--- src/rtl/pulse_sequencer.sv ---
// pulse_sequencer: steps one pulse_generator through a small table of
// (delay, width, repetition) entries over its start/ack handshake, optionally looping.
module pulse_sequencer #(
  parameter  int N_ENTRIES = 8,
  parameter  int DELAY_W   = 32,
  parameter  int PWIDTH_W  = 32,
  parameter  int REP_W     = 16,
  localparam int IDX_W     = $clog2(N_ENTRIES)
) (
  input  logic                clk,
  input  logic                reset,
  input  logic                cfg_we,
  input  logic [IDX_W-1:0]    cfg_addr,
  input  logic [DELAY_W-1:0]  cfg_delay,
  input  logic [PWIDTH_W-1:0] cfg_width,
  input  logic [REP_W-1:0]    cfg_rep,
  input  logic [IDX_W:0]      num_entries,
  input  logic                loop_en,
  input  logic                seq_start,
  input  logic                seq_stop,
  output logic                pg_start,
  output logic [DELAY_W-1:0]  pg_delay_cycles,
  output logic [PWIDTH_W-1:0] pg_pulse_width,
  output logic [REP_W-1:0]    pg_repetition,
  output logic                pg_abort,
  input  logic                pg_start_ack,
  input  logic                pg_idle,
  output logic                busy,
  output logic [IDX_W-1:0]    cur_index,
  output logic [15:0]         loop_count,
  output logic                seq_done,
  output logic                cfg_err
);

  typedef enum logic [2:0] {ST_IDLE, ST_LOAD, ST_START, ST_RUN, ST_NEXT} state_t;

  localparam logic [IDX_W:0] MAX_ENTRIES = (IDX_W+1)'(N_ENTRIES);

  state_t              state;
  logic [DELAY_W-1:0]  tbl_delay [N_ENTRIES];
  logic [PWIDTH_W-1:0] tbl_width [N_ENTRIES];
  logic [REP_W-1:0]    tbl_rep   [N_ENTRIES];
  logic [IDX_W:0]      num_lat;
  logic                loop_lat;
  logic                first_run;
  logic [IDX_W:0]      next_index;
  logic                num_ok;

  assign next_index = {1'b0, cur_index} + (IDX_W+1)'(1);
  assign num_ok     = (num_entries != '0) && (num_entries <= MAX_ENTRIES);

  // The table has no reset; entries are only meaningful once written.
  always_ff @(posedge clk) begin
    if (cfg_we) begin
      tbl_delay[cfg_addr] <= cfg_delay;
      tbl_width[cfg_addr] <= cfg_width;
      tbl_rep[cfg_addr]   <= cfg_rep;
    end
  end

  always_ff @(posedge clk) begin
    if (reset) begin
      state           <= ST_IDLE;
      pg_start        <= 1'b0;
      pg_delay_cycles <= '0;
      pg_pulse_width  <= '0;
      pg_repetition   <= '0;
      pg_abort        <= 1'b0;
      busy            <= 1'b0;
      cur_index       <= '0;
      loop_count      <= '0;
      seq_done        <= 1'b0;
      cfg_err         <= 1'b0;
      num_lat         <= '0;
      loop_lat        <= 1'b0;
      first_run       <= 1'b0;
    end else begin
      pg_abort <= 1'b0;
      seq_done <= 1'b0;
      // An abort outranks everything, including an ack arriving in the same cycle.
      if (state != ST_IDLE && seq_stop) begin
        pg_abort <= 1'b1;
        pg_start <= 1'b0;
        busy     <= 1'b0;
        state    <= ST_IDLE;
      end else begin
        case (state)
          ST_IDLE: begin
            if (seq_start && !seq_stop) begin
              if (num_ok) begin
                num_lat    <= num_entries;
                loop_lat   <= loop_en;
                cur_index  <= '0;
                loop_count <= '0;
                cfg_err    <= 1'b0;
                busy       <= 1'b1;
                state      <= ST_LOAD;
              end else begin
                cfg_err <= 1'b1;
              end
            end
          end
          ST_LOAD: begin
            pg_delay_cycles <= tbl_delay[cur_index];
            pg_pulse_width  <= tbl_width[cur_index];
            // rep==0 would put the generator in infinite mode; issue a single pulse instead.
            if (tbl_rep[cur_index] == '0) begin
              pg_repetition <= REP_W'(1);
              cfg_err       <= 1'b1;
            end else begin
              pg_repetition <= tbl_rep[cur_index];
            end
            pg_start <= 1'b1;
            state    <= ST_START;
          end
          ST_START: begin
            if (pg_start_ack) begin
              pg_start  <= 1'b0;
              first_run <= 1'b1;
              state     <= ST_RUN;
            end
          end
          ST_RUN: begin
            // The generator may still report idle in the cycle right after the ack.
            if (first_run) begin
              first_run <= 1'b0;
            end else if (pg_idle) begin
              state <= ST_NEXT;
            end
          end
          ST_NEXT: begin
            if (next_index < num_lat) begin
              cur_index <= next_index[IDX_W-1:0];
              state     <= ST_LOAD;
            end else begin
              if (loop_count != 16'hFFFF) loop_count <= loop_count + 16'd1;
              if (loop_lat) begin
                cur_index <= '0;
                state     <= ST_LOAD;
              end else begin
                seq_done <= 1'b1;
                busy     <= 1'b0;
                state    <= ST_IDLE;
              end
            end
          end
          default: state <= ST_IDLE;
        endcase
      end
    end
  end

endmodule

--- config.mk ---
export PLATFORM = sky130hd
export DESIGN_NAME = pulse_sequencer
export DESIGN_NICKNAME = d
export VERILOG_FILES = /design/src/rtl/pulse_sequencer.sv
export SDC_FILE = /design/constraint.sdc
export NUM_CORES = 1
export LEC_CHECK = 0
export ABC_AREA = 0
export CAP_MARGIN = 20
export CORE_AREA = 3 3 199 298
export CTS_CLUSTER_DIAMETER = 80
export DETAILED_ROUTE_END_ITERATION = 12
export DIE_AREA = 0 0 202 301
export GPL_TIMING_DRIVEN = 0
export PLACE_DENSITY = 0.72
export REMOVE_ABC_BUFFERS = 1
export SETUP_SLACK_MARGIN = 0.1
export SYNTH_ARGS = -nofsm -noshare
export SYNTH_HDL_FRONTEND = slang
export SYNTH_SLANG_ARGS = --single-unit
--- constraint.sdc ---
create_clock -name clk -period 10.1 [get_ports clk]
set_input_delay 3.03 -clock clk [delete_from_list [all_inputs] [get_ports clk]]
set_output_delay 3.03 -clock clk [all_outputs]
set_load 0.05 [all_outputs]
# After elaboration in Yosys (flattened, before gate mapping)
# Memories as Yosys holds them, arrays and structs flattened. A register that Yosys moved wholly into a read port is not among the register bits.
# Cells that the tools add are included.
# word_totals
regBits	49
latchBits	0
ramBits	640
rom_bits	0
in_bits	95
out_inout_bits	104
elab_cells	97
memories	3
# memory_table
name	words	width	rd	rd_ports_with_merged_regs	wr	line	text
tbl_delay	8	32	1	1	1	40	logic [DELAY_W-1:0] tbl_delay [N_ENTRIES];
tbl_width	8	32	1	1	1	41	logic [PWIDTH_W-1:0] tbl_width [N_ENTRIES];
tbl_rep	8	16	1	1	1	42	logic [REP_W-1:0] tbl_rep [N_ENTRIES];
# op_classes
addsub	2
n_mul	0
div	0
order_cmp	2
eq_ne	15
shifts	0
n_mux	38
bitwise	2
n_reduce_logical	23
# ops
op	count
$mux W16	5
$mux W3	11
$pmux W16 S2	1
$ne A2 B2 Y1 const B	9
$add A16 B1 Y16 const B	1
$logic_not A16 Y1	1
$ne A16 B16 Y1 const B	1
$mux W1	15
$pmux W3 S5	1
$reduce_and A5 Y1	3
$pmux W1 S2	4
$reduce_and A4 Y1	2
$reduce_bool A2 Y1	4
$eq A3 B2 Y1 const B	2
$pmux W3 S2	1
$reduce_and A6 Y1	1
$add A3 B1 Y4 const B	1
$le A4 B4 Y1 const B	1
$lt A4 B4 Y1	1
$reduce_and A2 Y1	2
$reduce_bool A4 Y1	1
$reduce_or A4 Y1	1
$eq A3 B1 Y1 const B	1
$eq A3 B3 Y1 const B	1
8 further kinds	11

# Longest topological paths before layout
# Gate-level depths: netlist of the first run.
# depth
word_depth	7
mapped_depth	12
mapped_depth_nobuf	8

# Worst setup path before layout of the first run
# Ideal clock, no wire load.
# synth_path
path_type	input -> register
start	input cfg_addr[1]
end	memory tbl_delay[0][0] (enable)
setup_time_ns	0.618
arrival_time_ns	8.632
required_time_ns	9.482
path_slack_ns	0.850
cell_stages	2
n_path_buf	0
path_cell_list	nand2b_1 -> nor3_1
# synth_lines
item	line	text
from (decl)	13	input logic [IDX_W-1:0] cfg_addr,
to (decl)	40	
# No word-level cell before the write port.

# Worst setup path in the final report of the first run
# layout_path
start	register cur_index[2]
end	output cur_index[2]
# layout_lines
item	line	text
from (decl)	29	output logic [IDX_W-1:0] cur_index,
from (signal assigned)	133	cur_index <= next_index[IDX_W-1:0];
# No word-level cell between the ends.

==> results of run 1 <==
-- synth_stat cells, drive strengths merged, types with 2 or more instances --
master,n
edfxtp,640
nor3b,2
mux2i,85
nor4,7
nor4b,4
or3,2
a21oi,13
and3,7
ha,5
mux4,160
nand2b,4
xnor2,12
and4,2
inv,6
or4,6
o21ai,8
buf,24
nor2,120
nor2b,3
clkbuf,58
a311oi,2
or2,2
nor3,7
dfxtp,116
xor2,2
nand4,6
nand2,15
o31ai,2
a211oi,80
nand3,7
-- where the power goes --
| group | switching (uW) | internal (uW) | leakage, uW |
|---|---|---|---|
| logic | 227 | 140 | 0.00256 |
| registers | 37.3 | 3490 | 0.00676 |
| clock network | 1130 | 1570 | 0.00116 |
-- layer usage --
metal / up-vias / GRT usage (%)
met5: - / 0
met4: 2 / 6.068
met3: 87 / 3.796
met2: 406 / 33.26
met1: 7430 / 26.36
li1: 6286 / -
-- worst paths after layout --
check,start,endpoint,cells after the start
setup / recovery,cur_index[2],cur_index[2],2
hold / removal,pg_delay_cycles[16],pg_delay_cycles[16],2
hold reg to reg,pg_delay_cycles[16],pg_delay_cycles[16],2
setup reg to reg,cur_index[0],loop_count[7],8
-- area by class of cell --
type	instances	area, um2
antenna	3	7.507
clock buffer	92	1886
clock inverter	38	496.7
fill	4012	22490
inverter	6	22.52
multi-input combinational	572	6395
sequential	756	21550
tap	763	954.7
timing repair buffer	256	3089
-- through the flow --
stage	cell area, um2	cells	setup TNS, ps	hold WS (ps)
floorplan	27900	1334	0	460.4
global placement	30830	2295	-1698130	482.7
detailed placement	31980	2351	0	491.2
CTS	34360	2481	0	500.9
global route	34400	2484	0	519.6
finish	34410	2486	0	498.5
-- registers in the layout, indices dropped and copies added (netlist names), 3 cells and up, named ones only --
register,flops
loop_count,16
num_lat,4
pg_delay_cycles,32
tbl_delay,256
pg_pulse_width,32
state,3
cur_index,3
tbl_rep,128
pg_repetition,16
tbl_width,256
-- logic make-up (layout without fill, tap and decap cells) --
group	Yosys count	count (layout)
buf+inv	88	392
compound gates	111	111
xor+xnor	14	14
fa+ha+maj	5	5
other cells	0	3
simple gates	196	196
mux	246	246
flops	756	756
-- critical path, delay by kind of cell (launching register included) --
| kind | cells | cell delay [ps] |
|---|---|---|
| buf+inv | 2 | 1230 |
| flops | 1 | 920 |
==> results.txt, run 1 <==
The delay contributed by the slowest stage of the critical path came out at between 900 and 1000 ps. The detailed route wirelength on metal2 came out at 30.26 mm. The tree is rooted in a sky130_fd_sc_hd__clkbuf_16. The total I/O pin count is about 200. The compound-cell area share of the yosys netlist is 2.776%. The slowest cell on the critical path is sky130_fd_sc_hd__dfxtp_4.

The netlist area before placement is 28260 um2. The die area came out at 60800 um2. In the routed layout, each cell is associated on average with a via count of 5.716. Dividing total power by cell area gives a power density of ~190 nW/um2. Max-cap violations in this run came to 0.

The run finished with clean final reports. The portion of netlist area occupied by mux cells is between 10% and 20%. The arrival time reported for the critical path endpoint is around 2800 ps. Once the clock tree was built, the setup fixing pass inserted 0 buffers.

The number of setup violations in the final report is 0. The floorplan step set the die height to about 300 um. The largest total area in the synthesized netlist belongs to sky130_fd_sc_hd__edfxtp_1. The number of buffers added by the clock tree synthesis step came out at 70.

Dividing the synthesized area by the synthesized cell count gives between 15 and 20 um2. For this run, the post-layout net count is 1762. The achievable clock frequency came out at between 0.15 and 0.2 GHz. In this run the biggest area consumer among cell types represents 67.99% of the synthesized area. The quantity of gates resized following cts is 0. CTS built an H-tree with a depth of 3. Sequential elements use between 70 and 80% of the synthesized area. The main combinational cell family by area after synthesis is multiplexers. The number of enable flip-flop cells after synthesis is 640. At the end of routability-driven placement, the weighted congestion stood at around 0.78. Global routing used 19.74% of the available tracks. Cells fill 60.47% of the core in the end. The sum of routed wire segments on met1 came out at 24.68 mm. The least setup slack across all paths after layout came out at 4248 ps. The count of mapped cells out of synthesis is 1416.

Setup slack on the worst reg-to-reg path comes out at 6850 ps. The routed wire length is 59.57 mm. The remaining antenna violation count after routing is 0. After detailed routing, the average wire length per cell comes to 23.96 um. For the worst setup path, the data required time is 7070 ps. The met3 layer wire length in the routed design came out at roughly 3.3 mm. The adder-cell area share of the yosys netlist came out at 0.2213%.

The number of global-route vias before repair came out at 14930. Counting flops with an async set or reset pin after synthesis yields a share of 0%. The biggest fanout along the worst timing path is 36.

Signal routing reaches up to met5. The commonest non-fill, non-tap cell in the layout is sky130_fd_sc_hd__edfxtp_1. The shortest period the worst path allows is a little under 6000 ps. The share of the clock period used by the worst path came out at between 50 and 60%. The register bit total from synthesis came out at 756. The top cell types in the final layout, fill and taps aside, are sky130_fd_sc_hd__edfxtp_1, sky130_fd_sc_hd__clkdlybuf4s50_1, sky130_fd_sc_hd__mux4_2. The number of buffers added on ports came out at 198. The via count is 14210. Among all flip-flop cells after synthesis, the most frequent one is sky130_fd_sc_hd__edfxtp_1. The count of cell types in the netlist is 44. The count of unresolved DRC violations after routing came out at 0.

The final total power is 6596 uW. The total grt overflow is 0. The worst setup path is captured at an output pin. After clock tree synthesis, the clock-pin slew on the worst setup and hold paths is 60 ps. The clock tree from TritonCTS is yes. In the post-synthesis netlist, the biggest area contributors are sky130_fd_sc_hd__edfxtp_1, sky130_fd_sc_hd__mux4_2, sky130_fd_sc_hd__dfxtp_1, sky130_fd_sc_hd__mux2i_1, sky130_fd_sc_hd__a211oi_1. The count of hold buffers inserted by post-cts repair came out at 0. The detailed placer's ending HPWL came out at 36.97 mm. The first routing iteration left 944 violations. The initial antenna violation count came to 4. In this run the horizontal extent of the chip is 202 um. The row count came out at 107. The post-synthesis share of cell area spent on and, or, nand and nor gates is 3.183%. The signal on the critical path passes through buf_16 -> clkdlybuf4s50_1. The count of final max-slew check failures came out at 0. Setup repair after global routing left no endpoint under its margin. The transition at the pin with the smallest max-transition slack came out at between 900 and 1000 ps. The worst setup path is launched from a flop. The layout-stage area growth over the synthesis result came out at 21.73%. The first global-routing pass estimated 90.85 mm of wire.

The worst hold path belongs to the class reg -> reg. The clock net in this run drives a total of 756 sinks. The fraction of final layout cells with drive strength greater than 1 is around a fifth. The worst slew slack as a fraction of its limit is roughly 35%. The area share of xor/xnor cells in the synthesized design is 0.4338%. The count of warnings emitted by yosys came out at 0. The effective utilization at floorplan came out at 49.68%. The setup skew after layout came out at 16.96 ps. The core box area came out at 56900 um2.

The cell leakage power came out at 0.01048 uW. IR analysis of the VDD net gives a maximum drop of 0.1445 mV. The number of detailed-routing iterations run before antenna repair came out at 5. The final hold violation count came out at 0. For the worst-skew pair, the clock arrives at the later sink with an insertion delay of ~600 ps. The worst slack at placement is approximately 4500 ps. The kind of critical path is reg -> out. The buffer levels on the longest clock path is 3. The maximum number of pins on one net before global-route repair came out at 66.
Note: power is estimated with default switching activity, not from simulation.
==> run 2: changes to the inputs <==
==> constraint.sdc (replaced) <==
create_clock -name clk -period 5.8 [get_ports clk]
set_input_delay 1.74 -clock clk [delete_from_list [all_inputs] [get_ports clk]]
set_output_delay 1.74 -clock clk [all_outputs]
set_load 0.05 [all_outputs]
==> results of run 2 <==
Same layout as run 1 (identical final DEF). Status: finished clean.
Among the figures that moved: setup slack after placement 4538 ps -> 1528 ps; setup slack after layout 4248 ps -> 1238 ps; register-to-register setup slack 6850 ps -> 2550 ps; total power 6596 uW -> 11490 uW; worst IR drop on VDD 0.1445 mV -> 0.2516 mV
==> run 3: changes to the inputs <==
==> constraint.sdc (replaced) <==
create_clock -name clk -period 4.4 [get_ports clk]
set_input_delay 1.32 -clock clk [delete_from_list [all_inputs] [get_ports clk]]
set_output_delay 1.32 -clock clk [all_outputs]
set_load 0.05 [all_outputs]
==> results of run 3 <==
Same layout as run 1 (identical final DEF). Status: finished clean.
Among the figures that moved: setup slack after placement 4538 ps -> 547.7 ps; setup slack after layout 4248 ps -> 257.7 ps; register-to-register setup slack 6850 ps -> 1150 ps; total power 6596 uW -> 15140 uW; worst IR drop on VDD 0.1445 mV -> 0.3316 mV
